<file path="src/rtl/pipe_pkg.sv">
// Shared MEM/WB pipeline types and defaults.
// Holds the writeback lane layout, the lane limit and the occupancy encoding helper.
package pipe_pkg;

    localparam int WB_MAX_LANES = 4;
    localparam int WB_RD_W      = 5;
    localparam int WB_DATA_W    = 64;

    typedef struct packed {
        logic                 reg_write;
        logic                 mem_to_reg;
        logic [WB_RD_W-1:0]   rd;
        logic [WB_DATA_W-1:0] wdata;
    } wb_lane_t;

    // The skid entry is only ever occupied behind a valid output entry.
    function automatic logic [1:0] occ_encode(input logic main_vld, input logic skid_vld);
        return {skid_vld, main_vld & ~skid_vld};
    endfunction

endpackage

</file>
<file path="src/rtl/wb_slot.sv">
// One writeback bundle register with load and clear enables.
// Latency: 1 cycle from load to q. Backpressure: none, the owner decides when to load.
// clear has priority over load and returns every field to zero.
module wb_slot
    import pipe_pkg::*;
#(
    parameter int LANES  = 1,
    parameter int RD_W   = WB_RD_W,
    parameter int DATA_W = WB_DATA_W
) (
    input  logic                     clk,
    input  logic                     reset,
    input  logic                     load,
    input  logic                     clear,
    input  logic [LANES-1:0]         d_reg_write,
    input  logic [LANES-1:0]         d_mem_to_reg,
    input  logic [LANES*RD_W-1:0]    d_rd,
    input  logic [LANES*DATA_W-1:0]  d_wdata,
    output logic [LANES-1:0]         q_reg_write,
    output logic [LANES-1:0]         q_mem_to_reg,
    output logic [LANES*RD_W-1:0]    q_rd,
    output logic [LANES*DATA_W-1:0]  q_wdata
);

    always_ff @(posedge clk or negedge reset) begin
        if (!reset) begin
            q_reg_write  <= '0;
            q_mem_to_reg <= '0;
            q_rd         <= '0;
            q_wdata      <= '0;
        end else if (clear) begin
            q_reg_write  <= '0;
            q_mem_to_reg <= '0;
            q_rd         <= '0;
            q_wdata      <= '0;
        end else if (load) begin
            q_reg_write  <= d_reg_write;
            q_mem_to_reg <= d_mem_to_reg;
            q_rd         <= d_rd;
            q_wdata      <= d_wdata;
        end
    end

endmodule

</file>
<file path="src/rtl/mem_wb_ctrl_stage.sv">
// MEM/WB writeback stage: registers LANES retire slots with valid/ready and synchronous flush.
// Latency: 1 cycle. Backpressure: in_ready = !out_valid || out_ready, or with WB_SKID_EN a
// registered !skid-full (2-entry skid buffer).
module mem_wb_ctrl_stage
    import pipe_pkg::*;
#(
    parameter int LANES  = 1,
    parameter int RD_W   = WB_RD_W,
    parameter int DATA_W = WB_DATA_W
) (
    input  logic                     clk,
    input  logic                     reset,
    input  logic                     flush,
    input  logic                     in_valid,
    output logic                     in_ready,
    input  logic [LANES-1:0]         in_reg_write,
    input  logic [LANES-1:0]         in_mem_to_reg,
    input  logic [LANES*RD_W-1:0]    in_rd,
    input  logic [LANES*DATA_W-1:0]  in_wdata,
    output logic                     out_valid,
    input  logic                     out_ready,
    output logic [LANES-1:0]         out_reg_write,
    output logic [LANES-1:0]         out_mem_to_reg,
    output logic [LANES*RD_W-1:0]    out_rd,
    output logic [LANES*DATA_W-1:0]  out_wdata,
    output logic [1:0]               occupancy
);

    logic                    main_vld;
    logic                    main_vld_d;
    logic                    main_load;
    logic                    main_clear;
    logic                    skid_vld;
    logic                    acc_in;
    logic                    acc_out;
    logic [LANES-1:0]        main_d_reg_write;
    logic [LANES-1:0]        main_d_mem_to_reg;
    logic [LANES*RD_W-1:0]   main_d_rd;
    logic [LANES*DATA_W-1:0] main_d_wdata;

    assign acc_out = main_vld && out_ready;
    assign acc_in  = in_valid && in_ready && !flush;

`ifdef WB_SKID_EN
    logic                    skid_vld_d;
    logic                    skid_load;
    logic                    skid_clear;
    logic                    main_from_skid;
    logic [LANES-1:0]        skid_reg_write;
    logic [LANES-1:0]        skid_mem_to_reg;
    logic [LANES*RD_W-1:0]   skid_rd;
    logic [LANES*DATA_W-1:0] skid_wdata;

    // Depends only on a flop, so out_ready never reaches in_ready combinationally.
    assign in_ready = !skid_vld;

    always_comb begin
        main_vld_d     = main_vld;
        skid_vld_d     = skid_vld;
        main_load      = 1'b0;
        main_clear     = 1'b0;
        skid_load      = 1'b0;
        skid_clear     = 1'b0;
        main_from_skid = 1'b0;
        if (flush) begin
            main_vld_d = 1'b0;
            skid_vld_d = 1'b0;
            main_clear = 1'b1;
            skid_clear = 1'b1;
        end else if (skid_vld) begin
            // in_ready is low here, so the skid entry drains before any new input.
            if (acc_out) begin
                main_load      = 1'b1;
                main_from_skid = 1'b1;
                skid_clear     = 1'b1;
                skid_vld_d     = 1'b0;
            end
        end else if (acc_in && (!main_vld || acc_out)) begin
            main_load  = 1'b1;
            main_vld_d = 1'b1;
        end else if (acc_in) begin
            skid_load  = 1'b1;
            skid_vld_d = 1'b1;
        end else if (acc_out) begin
            main_clear = 1'b1;
            main_vld_d = 1'b0;
        end
    end

    always_ff @(posedge clk or negedge reset) begin
        if (!reset) begin
            skid_vld <= 1'b0;
        end else begin
            skid_vld <= skid_vld_d;
        end
    end

    assign main_d_reg_write  = main_from_skid ? skid_reg_write  : in_reg_write;
    assign main_d_mem_to_reg = main_from_skid ? skid_mem_to_reg : in_mem_to_reg;
    assign main_d_rd         = main_from_skid ? skid_rd         : in_rd;
    assign main_d_wdata      = main_from_skid ? skid_wdata      : in_wdata;

    wb_slot #(
        .LANES  (LANES),
        .RD_W   (RD_W),
        .DATA_W (DATA_W)
    ) u_skid (
        .clk          (clk),
        .reset        (reset),
        .load         (skid_load),
        .clear        (skid_clear),
        .d_reg_write  (in_reg_write),
        .d_mem_to_reg (in_mem_to_reg),
        .d_rd         (in_rd),
        .d_wdata      (in_wdata),
        .q_reg_write  (skid_reg_write),
        .q_mem_to_reg (skid_mem_to_reg),
        .q_rd         (skid_rd),
        .q_wdata      (skid_wdata)
    );
`else
    assign skid_vld = 1'b0;
    assign in_ready = !main_vld || out_ready;

    // A simultaneous in/out transfer simply overwrites the held bundle.
    always_comb begin
        main_vld_d = main_vld;
        main_load  = 1'b0;
        main_clear = 1'b0;
        if (flush) begin
            main_vld_d = 1'b0;
            main_clear = 1'b1;
        end else if (acc_in) begin
            main_load  = 1'b1;
            main_vld_d = 1'b1;
        end else if (acc_out) begin
            main_clear = 1'b1;
            main_vld_d = 1'b0;
        end
    end

    assign main_d_reg_write  = in_reg_write;
    assign main_d_mem_to_reg = in_mem_to_reg;
    assign main_d_rd         = in_rd;
    assign main_d_wdata      = in_wdata;
`endif

    always_ff @(posedge clk or negedge reset) begin
        if (!reset) begin
            main_vld <= 1'b0;
        end else begin
            main_vld <= main_vld_d;
        end
    end

    // The output slot is cleared whenever it empties, so its reg_write bits
    // can only be set while out_valid is high.
    wb_slot #(
        .LANES  (LANES),
        .RD_W   (RD_W),
        .DATA_W (DATA_W)
    ) u_main (
        .clk          (clk),
        .reset        (reset),
        .load         (main_load),
        .clear        (main_clear),
        .d_reg_write  (main_d_reg_write),
        .d_mem_to_reg (main_d_mem_to_reg),
        .d_rd         (main_d_rd),
        .d_wdata      (main_d_wdata),
        .q_reg_write  (out_reg_write),
        .q_mem_to_reg (out_mem_to_reg),
        .q_rd         (out_rd),
        .q_wdata      (out_wdata)
    );

    assign out_valid = main_vld;
    assign occupancy = occ_encode(main_vld, skid_vld);

endmodule

</file>
<file path="config.mk">
export PLATFORM = sky130hd
export DESIGN_NAME = mem_wb_ctrl_stage
export DESIGN_NICKNAME = d
export VERILOG_FILES = /design/src/rtl/pipe_pkg.sv /design/src/rtl/wb_slot.sv /design/src/rtl/mem_wb_ctrl_stage.sv
export SDC_FILE = /design/constraint.sdc
export NUM_CORES = 1
export LEC_CHECK = 0
export CORE_ASPECT_RATIO = 2
export CORE_MARGIN = 2
export CORE_UTILIZATION = 46
export CTS_CLUSTER_SIZE = 8
export DETAILED_ROUTE_END_ITERATION = 6
export PLACE_DENSITY_LB_ADDON = 0.25
export SYNTH_ARGS = -nofsm -noshare
export SYNTH_HDL_FRONTEND = slang
export SYNTH_SLANG_ARGS = --single-unit
</file>
<file path="constraint.sdc">
create_clock -name clk -period 1.3 [get_ports clk]
set_input_delay 0.26 -clock clk [delete_from_list [all_inputs] [get_ports clk]]
set_output_delay 0.26 -clock clk [all_outputs]
set_load 0.005 [all_outputs]
</file>
Yosys cells after proc, flatten, opt, wreduce, memory -nomap -nowiden
Cells that the tools add are included.
- reduce and logical (&&, ||, !) cells: 8
- muxes and demuxes: 16
- operators with widths (cell ; number):
    64-bit 2-to-1 mux ; 2
    1-bit 2-to-1 mux ; 12
    5-bit 2-to-1 mux ; 2
    1-bit logical AND ; 3
    3-bit nonzero test ; 1
    1-bit zero test ; 2
    2-bit nonzero test ; 1
    1-bit logical OR ; 1
- word-level logic and storage cells: 29
- register bits: 72
- input port bits: 76
- output and inout port bits: 75

Longest topological paths before layout
Gate-level depths: netlist of run 1.
- depth after elaboration: 8
- depth in mapped cells: 5
- mapped depth without buffers: 3

By module
A second synthesis of run 1 with hierarchy kept.
- cell total of the unflattened synthesis: 238
- area, all modules: 2989.1 um2
- modules (own cells, without submodules) (module ; cells each ; instances ; sequential area each (um2) ; area each (um2)):
    wb_slot ; 229 ; 1 ; 1776.7 ; 2901.5
    mem_wb_ctrl_stage ; 9 ; 1 ; 25.0 ; 87.6

Worst setup path after synthesis of run 1
Ideal clock, no wire load.
- kind: register to register
- start: register main_vld (netlist: out_valid)
- end: register u_main.q_mem_to_reg
- cell stages (with the launch flop): 5
- path buffers: 2
- clock period less this slack: 1.174 ns
- data arrival time: 1.079 ns
- library setup time: 0.096 ns
- data required time: 1.204 ns
- path slack: 0.126 ns
- cell sequence: dfrtp_1 mux2_4 buf_12 buf_8 o32ai_2
- word-level cells in the longest chain between the ends: 7
- elaborated cells between the ends (all ways): 12
- classes of those cells: 6 x mux; 6 x reduce/logical
- ends and longest elaborated chain (what ; line ; text):
    start: declaration ; mem_wb_ctrl_stage.sv:29 ; logic main_vld;
    start signal: assignment ; mem_wb_ctrl_stage.sv:152 ; main_vld <= main_vld_d;
    1-bit zero test ; mem_wb_ctrl_stage.sv:123 ; assign in_ready = !main_vld || out_ready;
    1-bit logical OR ; mem_wb_ctrl_stage.sv:123 ;
    1-bit logical AND (2 in series) ; mem_wb_ctrl_stage.sv:42 ; assign acc_in = in_valid && in_ready && !flush;
    1-bit 2-to-1 mux ; mem_wb_ctrl_stage.sv:133 ; end else if (acc_in) begin
    1-bit 2-to-1 mux ; mem_wb_ctrl_stage.sv:130 ; if (flush) begin
    1-bit 2-to-1 mux or 2-bit nonzero test (tied branches) ; -- ;
    end signal: assignment ; wb_slot.sv:38 ; q_mem_to_reg <= d_mem_to_reg;
    end: declaration ; wb_slot.sv:20 ; output logic [LANES-1:0] q_mem_to_reg,
Parallel ways exist; a longest one is shown, timed or not.
A chain may end at the register's enable or synchronous reset.

Worst setup path in the final report of run 1
- start: register main_vld (netlist: out_valid)
- end: register u_main.q_wdata[12]
- word-level cells in the longest chain between the ends: 7
- elaborated cells between the ends (all ways): 12
- classes of those cells: 6 x mux; 6 x reduce/logical
- ends and longest elaborated chain (what ; line ; text):
    1-bit zero test ; mem_wb_ctrl_stage.sv:123 ;
    1-bit logical OR ; mem_wb_ctrl_stage.sv:123 ;
    1-bit logical AND (2 in series) ; mem_wb_ctrl_stage.sv:42 ;
    1-bit 2-to-1 mux ; mem_wb_ctrl_stage.sv:133 ;
    1-bit 2-to-1 mux ; mem_wb_ctrl_stage.sv:130 ;
    64-bit 2-to-1 mux or 2-bit nonzero test (tied branches) ; -- ;
    end signal: assignment ; wb_slot.sv:40 ; q_wdata <= d_wdata;
    end: declaration ; wb_slot.sv:22 ; output logic [LANES*DATA_W-1:0] q_wdata
Parallel ways exist; a longest one is shown, timed or not.

==> run_results.csv, run 1 <==
group,metric,value,unit
layout,largest_reg_flops,64,
detailed_routing,via_count,3251,
worst_setup_path,cp.required,1530,ps
layout,reg_top3,"u_main.q_wdata x64, u_main.q_rd x5",
worst_hold_path,hold_path_class,"input port to async pin",
layout,regMostFlops,"u_main.q_wdata",
clock_tree,cts_root_buf,"clkbuf_16",
global_route,grt_overflow,0,
clock_tree,cts-buffers-inserted,9,
floorplan,die_h,140,um
clock_tree,clock_path_buffers,2,
outcome,violations,"negative setup slack",
sta,period_needed,1390,ps
global_route,grt_max_degree,71,
layout,num_antenna_cells,0,
worst_setup_path,regToRegStartpoint,"out_valid",
placement,dp_hpwl,7290,um
detailed_routing,drtPass1Iterations,4,
sta,fin_ws,-86.3,ps
worst_setup_path,rr_worst_depth,5,
sta,final-setup-viol-count,72,
power,power_frac_seq,0.383,
yosys,yosysUniqueCellTypes,15,
floorplan,fp.dieW,72.0,um
run,cap_violations,0,
worst_setup_path,r2r_end,"u_main.q_wdata[12]",
detailed_routing,drc,0,
clock_tree,clk_latency,330,ps
floorplan,ioPinCount,151,
layout,area_growth,53.0,%
power,internal-power,4.81,mW
worst_setup_path,critPathCaptureType,"flip-flop",
yosys,syn_nets,407,
yosys,syn_area_per_cell,12.8,um^2
power,finalPower,6.40,mW
yosys,ys_seq_area_frac,0.424,
global_route,antenna_found_initial,0,
yosys,syn_area,4250,um^2
floorplan,dieArea,10100,um^2
clock_tree,cts_tree,"built",
power,p_comb_frac,0.231,
placement,gp_congestion,0.789,
floorplan,start_util,0.472,
layout,nFillCells,660,
placement,numPortBuffers,149,
layout,fin_cells,601,
sta,setup_tns,-3520,ps
global_route,first_global_vias,3404,
layout,final_nets,570,
worst_setup_path,cp.arrival,1620,ps
power,switching_share,0.249,
clock_tree,clock_sinks,72,
sta,final_hold_viol_count,0,
global_route,track_usage,0.225,
detailed_routing,wl_per_cell,19.2,um
layout,drive_above_1_share,0.275,
power,vdd_ir_drop_max,0.781,mV
floorplan,core.rowCount,49,
detailed_routing,drtIter0Drc,207,
outcome,status,"complete, but fails checks",
detailed_routing,antenna_left,0,
sta,max_freq,721,MHz
worst_setup_path,cp-start-kind,"flip-flop",
layout,fin_util,0.722,
power,cellLeakagePower,2.78,nW
global_route,grt_pass1_wl,17700,um
sta,slew_viol_final,0,
yosys,synth_cells,331,
placement,dp.cells,559,
yosys,yosysWarnings,0,
floorplan,fp.coreArea,9010,um^2
detailed_routing,viasPerCell,5.41,
sta,fin_crit_sh,1.07,
yosys,ys_ff_latch,72,
sta,rsz0062_at_grt,"true",
worst_setup_path,cp_max_fo,30,
clock_tree,htree_levels,3,
power,p_per_area,983,nW/um^2
power,clkPwrFrac,0.386,
sta,fin_skew,3.62,ps
power,power.switching,1.59,mW
worst_setup_path,rrSetupSlack,-90,ps
clock_tree,clk_pin_slew,60,ps
worst_setup_path,path_class,"flip-flop to flip-flop",
detailed_routing,drt_wl_total,11500,um
[power groups by stage]
stage / combinational, mW / sequential (mW) / clock, mW
6_report: 1.48 / 2.45 / 2.47
2_1_floorplan: 0.681 / 2.49 / 0
4_1_cts: 1.33 / 2.45 / 2.53
3_3_place_gp: 1.32 / 2.49 / 0
5_1_grt: 1.57 / 2.46 / 2.64
3_5_place_dp: 1.34 / 2.49 / 0
[repair_timing]
item,4_1_cts,5_1_grt
gates cloned,1,8
endpoints found under the setup margin,76,76
setup buffers,15,2
hold endpoints to repair,13,0
pin swaps,0,2
hold buffers,1,0
gates resized for setup,92,16
[synthesized netlist by cell type]
master	count	area share
inv_2	2	0.0018
buf_6	9	0.024
buf_4	2	0.0035
dfrtp_1	72	0.42
nor2b_1	1	0.0015
o32ai_2	70	0.27
o32ai_1	1	0.0021
nand2b_1	142	0.21
conb_1	1	0.00088
mux2_4	1	0.0035
a21oi_2	1	0.0021
clkbuf_1	7	0.0062
buf_2	13	0.015
buf_12	6	0.028
buf_8	3	0.011
[stage by stage]
step	setup WS (ps)	cell area [um^2]	hold WS, ps
after floorplan	126	4250	-35.6
after global placement	-343	5790	142
after detailed placement	-346	5790	145
after CTS	-161	6190	345
after global routing	-131	6500	367
final	-86.3	6500	347
[routing by layer]
| metal | track usage | vias up | wire (um) |
|---|---|---|---|
| li1 | - | 1517 | - |
| met1 | 0.269 | 1614 | 4460 |
| met2 | 0.373 | 98 | 6250 |
| met3 | 0.0482 | 22 | 464 |
| met4 | 0.114 | 0 | 354 |
| met5 | 0 | - | 0 |
[cell usage in the layout (no fill, tap or decap), types with 2 or more instances in the layout]
cell type        Yosys  final
o32ai_2             70     57
dlygate4sd2_1        0     70
dfrtp_1             72     72
buf_12               6     14
o32ai_4              0     14
nand2b_1           142    142
clkdlybuf4s50_1      0     73
clkbuf_8             0      2
clkbuf_1             7      2
clkinv_2             0      3
clkbuf_16            0     14
buf_4                2     19
buf_6                9      6
[worst max-delay path by stage]
stage	end	slack (ps)	start
6_report	u_main.q_wdata[12]	-90	out_valid
5_1_grt	u_main.q_wdata[12]	-130	out_valid
4_1_cts	u_main.q_wdata[51]	-160	out_valid
3_5_place_dp	in_ready	-350	out_ready
3_3_place_gp	in_ready	-340	out_ready
2_1_floorplan	u_main.q_mem_to_reg	130	out_valid
[final cells by class]
class,instances,area [um^2],area share
multi-input combinational,218,2250,0.346
timing repair buffer,191,2010,0.309
sequential,72,1800,0.277
clock buffer,13,260,0.0400
tap,102,128,0.0196
clock inverter,3,40.0,0.00616
inverter,2,8.76,0.00135
[logic make-up after synthesis]
kind of cell,Yosys count,synth area share
other cells,1,0.000882
flops,72,0.424
buf+inv,42,0.0895
mux,1,0.00353
compound gates,72,0.272
simple gates,143,0.210
[critical path, cell delays in order (launching register included)]
cell	delay, ps
dfrtp_1	400
buf_4	140
nor2b_4	120
buf_4	160
buf_12	180
o32ai_4	270
Note: power is estimated with default switching activity, not from simulation.
==> inputs of run 2 (changes only) <==
- SETUP_SLACK_MARGIN: unset -> 0.02
- SLEW_MARGIN: unset -> 20
==> run 2 against run 1 <==
The flow still finishes with violations (negative setup slack). Cell count down 0.17%. Sequential power about the same. Total power decreased by 0.83%. Clock power about the same. Final area decreased by 1.3%. First-iteration DRC count decreased by 23%. Utilization shrank 0.97 points. Clock skew hardly changed. Sequential share of layout area is 0.38 points higher. Global-route usage grew 0.21 points. Flip-flop and latch count is the same. Setup slack got worse by 6.6 ps.
==> run_results.csv, run 2 (same netlist as run 1, synthesis figures left out) <==
group,metric,value,unit
sta,setup_tns,-4920,ps
sta,slew_viol_final,0,
worst_setup_path,cp.arrival,1630,ps
sta,fin_skew,3.33,ps
layout,layout_commonest_cell,"nand2b_1",
sta,final-setup-viol-count,73,
layout,nFillCells,672,
layout,reg_top3,"u_main.q_wdata x64, u_main.q_rd x5",
floorplan,die_h,140,um
power,cellLeakagePower,2.73,nW
layout,layout_common_cells,"142 x nand2b_1, 73 x clkdlybuf4s50_1, 72 x dfrtp_1",
worst_hold_path,hold_path_class,"input port to async pin",
clock_tree,htree_levels,3,
worst_setup_path,cp-start-kind,"flip-flop",
layout,multiInputGateArea,2200,um^2
outcome,status,"complete, but fails checks",
clock_tree,clock_path_buffers,2,
detailed_routing,drtIter0Drc,160,
clock_tree,cts_root_buf,"clkbuf_16",
worst_setup_path,regToRegStartpoint,"out_valid",
detailed_routing,drtPass1Iterations,4,
placement,dp_hpwl,7290,um
layout,regMostFlops,"u_main.q_wdata",
layout,area_growth,50.9,%
outcome,violations,"negative setup slack",
clock_tree,clk_pin_slew,60,ps
global_route,track_usage,0.227,
layout,seq_area,1800,um^2
floorplan,ioPinCount,151,
sta,max_freq,718,MHz
clock_tree,clk_latency,330,ps
floorplan,dieArea,10100,um^2
placement,dp_slack,-346,ps
clock_tree,cts_tree,"built",
worst_setup_path,rr_worst_depth,5,
sta,fin_ws,-92.9,ps
sta,rsz0062_at_grt,"true",
clock_tree,clock_sinks,72,
detailed_routing,drt_wl_total,11200,um
layout,num_antenna_cells,0,
sta,period_needed,1390,ps
worst_setup_path,crit_path_start,"out_valid",
layout,final_nets,569,
worst_setup_path,critPathCaptureType,"flip-flop",
worst_setup_path,critPathSlowestCell,"dfrtp_1",
power,p_per_area,989,nW/um^2
worst_setup_path,path_class,"flip-flop to flip-flop",
global_route,first_global_vias,3434,
detailed_routing,viasPerCell,5.40,
layout,largest_reg_flops,64,
global_route,antenna_found_initial,0,
layout,drive_above_1_share,0.273,
sta,fin_crit_sh,1.07,
detailed_routing,via_count,3240,
power,vdd_ir_drop_max,0.783,mV
run,cap_violations,0,
global_route,grt_max_degree,71,
power,finalPower,6.34,mW
worst_setup_path,cp_common_cell,"buf_4",
detailed_routing,drc,0,
detailed_routing,wl_per_cell,18.7,um
layout,fin_util,0.712,
placement,numPortBuffers,149,
floorplan,fp.dieW,72.0,um
placement,gp_congestion,0.789,
worst_setup_path,max_stage_delay,400,ps
global_route,grt_overflow,0,
floorplan,core.rowCount,49,
detailed_routing,antenna_left,0,
global_route,grt_pass1_wl,17800,um
clock_tree,cts-buffers-inserted,9,
worst_setup_path,cp.required,1530,ps
sta,final_hold_viol_count,0,
floorplan,fp.coreArea,9010,um^2
worst_setup_path,crit_chain,"buf_4, nor2b_4, buf_4, buf_12, o32ai_2",
floorplan,start_util,0.472,
worst_setup_path,cp_max_fo,23,
## run 2: cell count changes in the layout (fill, tap and decap cells not counted), moves of 4 or more
cell / delta
o32ai_2: +4
o32ai_4: -4
clkbuf_16: -4
clkdlybuf4s15_1: +10
dlygate4sd2_1: -10
buf_4: +4
## run 2: timing repair
| item | 4_1_cts | 5_1_grt |
|---|---|---|
| resized for setup | 91 | 23 |
| endpoints found under the hold margin | 13 | 0 |
| hold buffers | 1 | 0 |
| gates cloned | 2 | 1 |
| setup buffers | 16 | 6 |
| endpoints found under the setup margin | 106 | 87 |
## run 2: area by class of cell
| type | instances | area share |
|---|---|---|
| Clock buffer | 13 | 0.0406 |
| Multi-Input combinational cell | 217 | 0.342 |
| Tap cell | 102 | 0.0199 |
| Clock inverter | 3 | 0.00624 |
| Sequential cell | 72 | 0.281 |
| Inverter | 2 | 0.00137 |
| Timing Repair Buffer | 191 | 0.309 |
## run 2: power by group
part / internal (mW) / switching (mW)
Combinational: 0.817 / 0.600
Clock: 1.58 / 0.894
Sequential: 2.37 / 0.0744
Total: 4.77 / 1.57
## run 2: worst max-delay path, delay by kind of cell, from the launching register on
kind            cells  cell delay (ps)
simple gates        1              120
compound gates      1              260
flops               1              400
buf+inv             3              500
## run 2: metal layers
metal,vias to the layer above,track usage,part of all wire
met5,-,0,0
met4,0,0.115,0.032
met1,1598,0.270,0.37
met2,107,0.378,0.55
li1,1510,-,-
met3,25,0.0496,0.047
## run 2: worst paths after layout
kind,slack [ps],end
max,-90,u_main.q_wdata[60]
min,350,u_main.q_wdata[60]
max reg2reg,-90,u_main.q_wdata[60]
min reg2reg,560,u_main.q_reg_write
max in group asynchronous,470,u_main.q_wdata[8]
min in group clk,410,u_main.q_wdata[14]
## run 2: per-stage QoR
step,hold slack (ps),area [um^2],cells
4_1_cts,345,6230,594
2_1_floorplan,-35.6,4250,331
3_5_place_dp,145,5790,559
3_3_place_gp,142,5790,559
6_report,346,6420,600
5_1_grt,362,6420,600
